## config.mk

```make
export PLATFORM = sky130hd
export DESIGN_NAME = rv_decode_stage
export DESIGN_NICKNAME = d
export VERILOG_FILES = /design/src/rtl/rv_decode_stage.sv
export SDC_FILE = /design/constraint.sdc
export NUM_CORES = 1
export LEC_CHECK = 0
export CORE_UTILIZATION = 53
export DETAILED_ROUTE_END_ITERATION = 7
export GPL_TIMING_DRIVEN = 0
export HOLD_SLACK_MARGIN = 0.15
export PLACE_DENSITY = 0.8
export SYNTH_ARGS = -nofsm -noshare
export SYNTH_HDL_FRONTEND = slang
export SYNTH_SLANG_ARGS = --single-unit
export TNS_END_PERCENT = 20
```

## constraint.sdc

```tcl
create_clock -name clk -period 8.5 [get_ports clk]
set_input_delay 1.275 -clock clk [delete_from_list [all_inputs] [get_ports clk]]
set_output_delay 1.275 -clock clk [all_outputs]
set_load 0.01 [all_outputs]
```

## src/rtl/rv_decode_stage.sv

```systemverilog
// rv_decode_stage: registered, flow-controlled RV32I decode stage.
// Decoded bundle lives in an output register backed by a one-entry skid
// entry, so in_ready comes straight from a flop.
// Optional feature macro: RV_DECODE_MEXT_EN (accept funct7=0000001 R-type,
// i.e. MUL..REMU). When undefined those encodings decode as illegal.
module rv_decode_stage #(
  parameter int XLEN = 32,
  parameter int OPW  = 17,
  parameter int RAW  = 5
) (
  input  logic            clk,
  input  logic            rst,
  input  logic            flush,
  input  logic            in_valid,
  output logic            in_ready,
  input  logic [31:0]     in_instr,
  input  logic [XLEN-1:0] in_pc,
  output logic            out_valid,
  input  logic            out_ready,
  output logic [XLEN-1:0] out_pc,
  output logic [OPW-1:0]  opcode,
  output logic [RAW-1:0]  waddr,
  output logic [RAW-1:0]  rs1addr,
  output logic [RAW-1:0]  rs2addr,
  output logic [XLEN-1:0] imm,
  output logic            rs1_enable,
  output logic            rs2_enable,
  output logic            w_enable,
  output logic            imm_enable,
  output logic            jmp_enable,
  output logic            br_enable,
  output logic            mem_rd,
  output logic            mem_wr,
  output logic            illegal
);

  // Bundle layout: {pc, opcode, waddr, rs1, rs2, imm, 9 flag bits}
  localparam int BW = (2 * XLEN) + OPW + (3 * RAW) + 9;

  // Major opcodes
  localparam logic [6:0] OP_R      = 7'b0110011;
  localparam logic [6:0] OP_IMM    = 7'b0010011;
  localparam logic [6:0] OP_LOAD   = 7'b0000011;
  localparam logic [6:0] OP_STORE  = 7'b0100011;
  localparam logic [6:0] OP_BRANCH = 7'b1100011;
  localparam logic [6:0] OP_JALR   = 7'b1100111;
  localparam logic [6:0] OP_JAL    = 7'b1101111;
  localparam logic [6:0] OP_LUI    = 7'b0110111;
  localparam logic [6:0] OP_AUIPC  = 7'b0010111;
  localparam logic [6:0] OP_FENCE  = 7'b0001111;
  localparam logic [6:0] OP_SYSTEM = 7'b1110011;

  // Instruction fields
  logic [6:0]  w_f7;
  logic [2:0]  w_f3;
  logic [6:0]  w_op;
  logic [4:0]  w_rd;
  logic [4:0]  w_rs1;
  logic [4:0]  w_rs2;

  assign w_f7  = in_instr[31:25];
  assign w_f3  = in_instr[14:12];
  assign w_op  = in_instr[6:0];
  assign w_rd  = in_instr[11:7];
  assign w_rs1 = in_instr[19:15];
  assign w_rs2 = in_instr[24:20];

  // Immediate candidates, 32 bits before sign extension to XLEN
  logic [31:0] w_imm_i;
  logic [31:0] w_imm_s;
  logic [31:0] w_imm_b;
  logic [31:0] w_imm_u;
  logic [31:0] w_imm_j;
  logic [31:0] w_imm_sh;

  assign w_imm_i  = {{20{in_instr[31]}}, in_instr[31:20]};
  assign w_imm_s  = {{20{in_instr[31]}}, in_instr[31:25], in_instr[11:7]};
  assign w_imm_b  = {{19{in_instr[31]}}, in_instr[31], in_instr[7],
                     in_instr[30:25], in_instr[11:8], 1'b0};
  assign w_imm_u  = {in_instr[31:12], 12'h000};
  assign w_imm_j  = {{11{in_instr[31]}}, in_instr[31], in_instr[19:12],
                     in_instr[20], in_instr[30:21], 1'b0};
  assign w_imm_sh = {27'd0, in_instr[24:20]};

  // Legal funct7/funct3 combinations for register-register ops
  logic w_r_legal;

  // Classify R-type funct7 (base ALU, SUB/SRA, optional M-extension)
  always_comb begin
    w_r_legal = 1'b0;
    if (w_f7 == 7'b0000000) begin
      w_r_legal = 1'b1;
    end else if (w_f7 == 7'b0100000) begin
      w_r_legal = (w_f3 == 3'b000) || (w_f3 == 3'b101);
`ifdef RV_DECODE_MEXT_EN
    end else if (w_f7 == 7'b0000001) begin
      w_r_legal = 1'b1;
`endif
    end else begin
      w_r_legal = 1'b0;
    end
  end

  // Raw per-format decode before the legality mask is applied
  logic [16:0] w_opc;
  logic [31:0] w_imm32;
  logic        w_legal;
  logic        w_use_rs1;
  logic        w_use_rs2;
  logic        w_use_rd;
  logic        w_use_imm;
  logic        w_is_jmp;
  logic        w_is_br;
  logic        w_is_ld;
  logic        w_is_st;

  // Major-opcode decode: opcode bundle, immediate format and operand usage
  always_comb begin
    w_opc     = {7'd0, w_f3, w_op};
    w_imm32   = 32'd0;
    w_legal   = 1'b0;
    w_use_rs1 = 1'b0;
    w_use_rs2 = 1'b0;
    w_use_rd  = 1'b0;
    w_use_imm = 1'b0;
    w_is_jmp  = 1'b0;
    w_is_br   = 1'b0;
    w_is_ld   = 1'b0;
    w_is_st   = 1'b0;
    case (w_op)
      OP_R: begin
        w_opc     = {w_f7, w_f3, w_op};
        w_legal   = w_r_legal;
        w_use_rs1 = 1'b1;
        w_use_rs2 = 1'b1;
        w_use_rd  = 1'b1;
      end
      OP_IMM: begin
        w_use_rs1 = 1'b1;
        w_use_rd  = 1'b1;
        w_use_imm = 1'b1;
        if (w_f3 == 3'b001) begin
          w_opc   = {w_f7, w_f3, w_op};
          w_imm32 = w_imm_sh;
          w_legal = (w_f7 == 7'b0000000);
        end else if (w_f3 == 3'b101) begin
          w_opc   = {w_f7, w_f3, w_op};
          w_imm32 = w_imm_sh;
          w_legal = (w_f7 == 7'b0000000) || (w_f7 == 7'b0100000);
        end else begin
          w_imm32 = w_imm_i;
          w_legal = 1'b1;
        end
      end
      OP_LOAD: begin
        w_imm32   = w_imm_i;
        w_legal   = (w_f3 != 3'b011) && (w_f3 != 3'b110) && (w_f3 != 3'b111);
        w_use_rs1 = 1'b1;
        w_use_rd  = 1'b1;
        w_use_imm = 1'b1;
        w_is_ld   = 1'b1;
      end
      OP_STORE: begin
        w_imm32   = w_imm_s;
        w_legal   = (w_f3 < 3'b011);
        w_use_rs1 = 1'b1;
        w_use_rs2 = 1'b1;
        w_use_imm = 1'b1;
        w_is_st   = 1'b1;
      end
      OP_BRANCH: begin
        w_imm32   = w_imm_b;
        w_legal   = (w_f3 != 3'b010) && (w_f3 != 3'b011);
        w_use_rs1 = 1'b1;
        w_use_rs2 = 1'b1;
        w_use_imm = 1'b1;
        w_is_br   = 1'b1;
      end
      OP_JALR: begin
        w_imm32   = w_imm_i;
        w_legal   = (w_f3 == 3'b000);
        w_use_rs1 = 1'b1;
        w_use_rd  = 1'b1;
        w_use_imm = 1'b1;
        w_is_jmp  = 1'b1;
      end
      OP_LUI, OP_AUIPC: begin
        w_opc     = {10'd0, w_op};
        w_imm32   = w_imm_u;
        w_legal   = 1'b1;
        w_use_rd  = 1'b1;
        w_use_imm = 1'b1;
      end
      OP_JAL: begin
        w_opc     = {10'd0, w_op};
        w_imm32   = w_imm_j;
        w_legal   = 1'b1;
        w_use_rd  = 1'b1;
        w_use_imm = 1'b1;
        w_is_jmp  = 1'b1;
      end
      OP_FENCE, OP_SYSTEM: begin
        w_imm32 = w_imm_i;
        w_legal = 1'b1;
      end
      default: begin
        w_opc   = {w_f7, w_f3, w_op};
        w_legal = 1'b0;
      end
    endcase
  end

  // Final decoded fields; illegal encodings drop every enable and operand
  logic            w_dec_ok;
  logic            w_dec_illegal;
  logic [OPW-1:0]  w_dec_opcode;
  logic [RAW-1:0]  w_dec_waddr;
  logic [RAW-1:0]  w_dec_rs1addr;
  logic [RAW-1:0]  w_dec_rs2addr;
  logic [XLEN-1:0] w_dec_imm;
  logic [8:0]      w_dec_flags;

  assign w_dec_ok      = w_legal && (in_instr[1:0] == 2'b11);
  assign w_dec_illegal = !w_dec_ok;
  assign w_dec_opcode  = OPW'(w_opc);
  assign w_dec_waddr   = (w_dec_ok && w_use_rd)  ? RAW'(w_rd)  : '0;
  assign w_dec_rs1addr = (w_dec_ok && w_use_rs1) ? RAW'(w_rs1) : '0;
  assign w_dec_rs2addr = (w_dec_ok && w_use_rs2) ? RAW'(w_rs2) : '0;
  assign w_dec_imm     = w_dec_ok ? XLEN'(signed'(w_imm32)) : '0;
  // Flag order: rs1, rs2, w, imm, jmp, br, mem_rd, mem_wr, illegal.
  // A destination of x0 never produces a writeback.
  assign w_dec_flags   = {w_dec_ok && w_use_rs1,
                          w_dec_ok && w_use_rs2,
                          w_dec_ok && w_use_rd && (w_rd != 5'd0),
                          w_dec_ok && w_use_imm,
                          w_dec_ok && w_is_jmp,
                          w_dec_ok && w_is_br,
                          w_dec_ok && w_is_ld,
                          w_dec_ok && w_is_st,
                          w_dec_illegal};

  logic [BW-1:0] w_in_bundle;
  assign w_in_bundle = {in_pc, w_dec_opcode, w_dec_waddr, w_dec_rs1addr,
                        w_dec_rs2addr, w_dec_imm, w_dec_flags};

  // Handshake state
  logic          r_out_valid;
  logic [BW-1:0] r_out_bundle;
  logic          r_skid_valid;
  logic [BW-1:0] r_skid_bundle;
  logic          r_in_ready;
  logic          w_in_fire;
  logic          w_out_load;

  // r_in_ready is low exactly while the skid entry is occupied
  assign w_in_fire  = in_valid && r_in_ready && !flush;
  assign w_out_load = !r_out_valid || out_ready;

  // Output register, skid entry and registered ready
  always_ff @(posedge clk or posedge rst) begin
    if (rst) begin
      r_out_valid   <= 1'b0;
      r_out_bundle  <= '0;
      r_skid_valid  <= 1'b0;
      r_skid_bundle <= '0;
      r_in_ready    <= 1'b1;
    end else if (flush) begin
      r_out_valid  <= 1'b0;
      r_skid_valid <= 1'b0;
      r_in_ready   <= 1'b1;
    end else if (w_out_load) begin
      if (r_skid_valid) begin
        r_out_bundle <= r_skid_bundle;
        r_out_valid  <= 1'b1;
        r_skid_valid <= 1'b0;
        r_in_ready   <= 1'b1;
      end else if (w_in_fire) begin
        r_out_bundle <= w_in_bundle;
        r_out_valid  <= 1'b1;
        r_in_ready   <= 1'b1;
      end else begin
        r_out_valid <= 1'b0;
        r_in_ready  <= 1'b1;
      end
    end else if (w_in_fire) begin
      r_skid_bundle <= w_in_bundle;
      r_skid_valid  <= 1'b1;
      r_in_ready    <= 1'b0;
    end else begin
      r_in_ready <= !r_skid_valid;
    end
  end

  assign in_ready  = r_in_ready;
  assign out_valid = r_out_valid;
  assign {out_pc, opcode, waddr, rs1addr, rs2addr, imm,
          rs1_enable, rs2_enable, w_enable, imm_enable,
          jmp_enable, br_enable, mem_rd, mem_wr, illegal} = r_out_bundle;

endmodule

```

Yosys cells after proc, flatten, opt, wreduce, memory -nomap -nowiden
Index checks and enable logic that the tools add are counted. Widths: inputs -> output; s select.

Equal/unequal tests: 19. Mux-type cells: 35. Reductions and logical operators: 40. Bitwise logic cells: 2. Order comparisons: 1.

Operator list (number): $mux 105 (2); $pmux 32 s6 (1); $mux 32 (3); $pmux 17 s3 (1); $mux 17 (2); $eq 7x6->1 const B (4); $eq 7x7->1 const B (4); $mux 1 (22); $logic_and 1x1->1 (15); $mux 5 (3); $eq 7x5->1 const B (2); $reduce_or 6->1 (2); $reduce_or 8->1 (1); $eq 7x2->1 const B (1); $eq 7x4->1 const B (1); $logic_not 7->1 (1); $pmux 1 s7 (1); $reduce_or 7->1 (1); $ne 3x2->1 const B (2); $ne 3x3->1 const B (2); $reduce_and 3->1 (2); $reduce_or 3->1 (2); $reduce_bool 5->1 (1); $reduce_or 5->1 (1); other kinds (12) (20).

Output and inout bits: 107. Input bits: 69. Register bits after elaboration: 213.

Depth between registers and ports, before layout
Depth in word-level cells: 10. Gate-level depth with buffers: 10. Gate-level depth less buffers: 6.

Worst setup path before layout
Ideal clock, no wire load.

Kind: in2reg. From: input in_instr[6]. To: register r_skid_bundle[25]. Arrival: 2775 ps. Path buffers: 3. Path slack: 5632 ps. Data required time: 8408 ps. Library setup time: 92 ps. Stages on the path: 9. Cells stage by stage: buf_4 > and3b_1 > buf_2 > o21ai_2 > o311a_1 > o211ai_2 > nand2_4 > buf_6 > o31ai_2.

Longest elaborated chain between the ends: 5. Elaborated cells on any way between the ends: 18. Those cells by class: 11 x eq/ne; 3 x mux; 4 x reduce/logical.

Ends and longest elaborated chain: from (decl) (line 16) `input logic [31:0] in_instr,`; $eq 7x4->1 (tied with other cells) (line 130) `case (w_op)`; $reduce_or 5->1 (no line); $pmux 1 s7 (line 130); $logic_and 1x1->1 (line 223) `assign w_dec_ok = w_legal && (in_instr[1:0] == 2'b11);`; $mux 32 (*) (line 229) `assign w_dec_imm = w_dec_ok ? XLEN'(signed'(w_imm32)) : '0;`; to (signal assigned) (line 286) `r_skid_bundle <= w_in_bundle;`; to (decl) (line 250) `logic [BW-1:0] r_skid_bundle;`.

Mark *: on every way between the ends. The rest lies on a longest branch, timed or not. A chain may end at the register's enable or synchronous reset.

Final worst setup path
From: input in_instr[3]. To: register r_skid_bundle[11].

The elaborated chain is that of the path after synthesis.

==> impl_metrics.tcl <==
set metrics [dict create \
    run_status "finished clean" \
    grt_pass1_wl_mm 45.8 \
    start_util_pct 54.3 \
    finalCriticalPeriod_ns 3.51 \
    post_cts_resized 0 \
    fin_skew_ns 0.0102 \
    synth_edf_count 0 \
    final_hold_viol_count 0 \
    final_max_slew_viol_count 0 \
    hold_class "reg2reg" \
    rows 49 \
    maxCapViolCount 0 \
    fin_area_mm2 0.0125 \
    wl_per_cell_um 19.3 \
    async_reset_ff_share_pct 100 \
    netlist_area_mm2 0.00979 \
    die-area_mm2 0.0190 \
    place_hpwl_mm 20.5 \
    power.share.clock_pct 34.9 \
    leakagePower_nw 5.39 \
    syn2layout_area_growth_pct 27.8 \
    syn-num-nets 1140 \
    clk_latency_ns 0.51 \
    layout_commonest_cell "nand2_1" \
    io_buffer_count 173 \
    synth_ff_type "dfrtp_1" \
    nets 1338 \
    vias 8938 \
    gp_congestion 0.934 \
    end_kind "flip-flop" \
    hold-path-cell-count 2 \
    cp.required_ns 8.92 \
    placed_cell_area_mm2 0.0118 \
    cts_setup_buffers 0 \
    grt_max_degree 134 \
    arrival_ns 3.93 \
    rrSetupSlack_ns 5.54 \
    antenna_found_initial 0 \
    vdd_drop_max_v 0.000175 \
    power_frac_seq_pct 46.7 \
    path_clk_slew_ns 0.06 \
    postSynthAreaPerCell_um2 9.14 \
    grt_setup_unrepaired "false" \
    fin_crit_sh_pct 41.3 \
    min_to "r_skid_bundle[62]" \
    min_from "r_skid_bundle[62]" \
    drive_gt1_share_pct 6.40 \
    grt_usage_pct 31.5 \
    drt_iter0_drc 1058 \
    remaining_drc_errors 0 \
    finalSetupViolations 0 \
    grt_overflow 0 \
    routed_wl_mm 29.2 \
    cts_buffers 22 \
    clock_sinks 213 \
    sw_frac_of_total_pct 27.4 \
    intPower_mw 1.89 \
    core_mm2 0.0180 \
    die_w_um 138 \
    yosysUniqueCellTypes 61 \
    die_y_um 138 \
    tns_ns 0 \
    antenna_left 0 \
    utilization_pct 69.4 \
    maxClockFrequency_ghz 0.285 \
    insertedDiodeCount 0 \
    critPathKind "in2reg" \
    synth_cells 1071 \
    ys_ff_latch 213 \
    htreeDepth 1 \
    slew_headroom_pct 33.2 \
    ys_seq_area_share_pct 54.5 \
    hold_ws_ns 0.476 \
    cts_root_buf "clkbuf_16" \
    finalPower_mw 2.60 \
    first_pass_iters 6 \
    viasPerCell 5.92 \
    worst_pin_slew_ns 0.995 \
    reg2reg_to "r_out_bundle[11]" \
    r2r_start "r_skid_valid" \
    combPwrFrac_pct 18.4 \
    worstPathMaxFanout 10 \
    first_global_vias 8569 \
    critPathLaunchType "primary input" \
    ys.warnings.count 0 \
    cts_hold_buf 0 \
    cts_tree "built" \
    r2r_cells 7 \
    switchingPower_uw 714 \
    clockBufferDepth 3 \
    final_cell_mix "nand2_1 (283), dfrtp_1 (212), clkdlybuf4s50_1 (173)" \
    io_pins 176 \
    power_density_mw_per_mm2 208 \
]
==> per-stage QoR <==
step / cells / setup slack [ns]
after global placement: 1473 / -1.32
after detailed placement: 1474 / 4.54
after global routing: 1511 / 4.75
after CTS: 1511 / 5.07
final: 1511 / 4.99
after floorplan: 1071 / 1.40
==> state kept, by name (all words and copies together) (netlist names) <==
signal	cells
r_out_bundle	105
r_skid_valid	1
in_ready	1
r_skid_bundle	105
out_valid	1
==> per-layer routing <==
layer	GRT usage [%]	up-vias	part of all wire, %
met5	0	-	0
met4	11.8	0	3.5
met3	5.45	84	8.1
met2	49.2	423	47
met1	44.0	4348	42
li1	-	4083	-
==> Yosys cell counts (all sizes together), types with 2 or more instances <==
| library cell | instances | share of area, % |
|---|---|---|
| o21ai | 92 | 4.7 |
| a22o | 6 | 0.54 |
| and2 | 2 | 0.14 |
| dfrtp | 212 | 54 |
| o21a | 4 | 0.31 |
| nand3 | 25 | 1.3 |
| xnor2 | 2 | 0.18 |
| inv | 9 | 0.35 |
| nor2b | 2 | 0.13 |
| o31ai | 28 | 3.1 |
| buf | 25 | 1.6 |
| and3 | 14 | 0.89 |
| nor3 | 6 | 0.36 |
| a31oi | 7 | 0.51 |
| nor4 | 2 | 0.13 |
| nand4b | 2 | 0.18 |
| nor2 | 65 | 2.5 |
| o211ai | 6 | 0.51 |
| a21o | 2 | 0.15 |
| a21oi | 106 | 5.4 |
| nand2b | 7 | 0.45 |
| a211oi | 2 | 0.15 |
| nand4 | 11 | 0.70 |
| a22oi | 4 | 0.31 |
| o22ai | 20 | 1.3 |
| nor3b | 7 | 0.59 |
| mux2i | 39 | 4.0 |
| nand2 | 284 | 11 |
| o211a | 3 | 0.31 |
| clkbuf | 58 | 2.2 |
==> cell families (layout without fill, tap and decap cells) <==
kind of cell	Yosys count	count (layout)	share of synthesized area, %
AO/OA/AOI/OAI	288	288	18.0
XOR/XNOR	2	2	0.179
buffers and inverters	92	303	4.13
flip-flops	213	213	54.5
multiplexers	40	40	4.10
AND/OR/NAND/NOR	436	436	19.1
==> critical path: stages <==
cell and delay [ns]:
clkdlybuf4s50_1 0.51, buf_2 0.25, nor3b_1 0.51, a31oi_1 0.10, a2bb2oi_1 0.17, o211ai_2 0.48, nand2_4 0.19, buf_6 0.21
o31ai_2 0.21
==> power groups by stage <==
stage | Clock (mW) | Combinational (mW) | Sequential (mW)
2_1_floorplan | 0 | 0.185 | 1.26
3_3_place_gp | 0 | 0.463 | 1.23
3_5_place_dp | 0 | 0.476 | 1.23
4_1_cts | 0.913 | 0.480 | 1.22
5_1_grt | 0.955 | 0.525 | 1.23
6_report | 0.909 | 0.478 | 1.22
==> area by class of cell <==
| cell class | count | area, um2 |
|---|---|---|
| Buffer | 83 | 370 |
| Clock buffer | 32 | 628 |
| Clock inverter | 5 | 36.3 |
| Fill cell | 1445 | 5520 |
| Inverter | 9 | 41.3 |
| Multi-Input combinational cell | 766 | 4050 |
| Sequential cell | 213 | 5330 |
| Tap cell | 229 | 287 |
| Timing Repair Buffer | 174 | 1760 |
==> worst max-delay path by stage <==
stage | startpoint | end | slack [ns] | cells after the start
final | in_instr[3] | r_skid_bundle[11] | 4.99 | 9
after CTS | out_ready | r_out_bundle[11] | 5.07 | 8
after global placement | rst | r_out_bundle[31] | -1.32 | 2
after global routing | out_ready | r_out_bundle[26] | 4.75 | 8
after detailed placement | out_ready | r_out_bundle[11] | 4.54 | 8
after floorplan | rst | out_valid | 1.40 | 1
(Power assumes the default switching activity.)
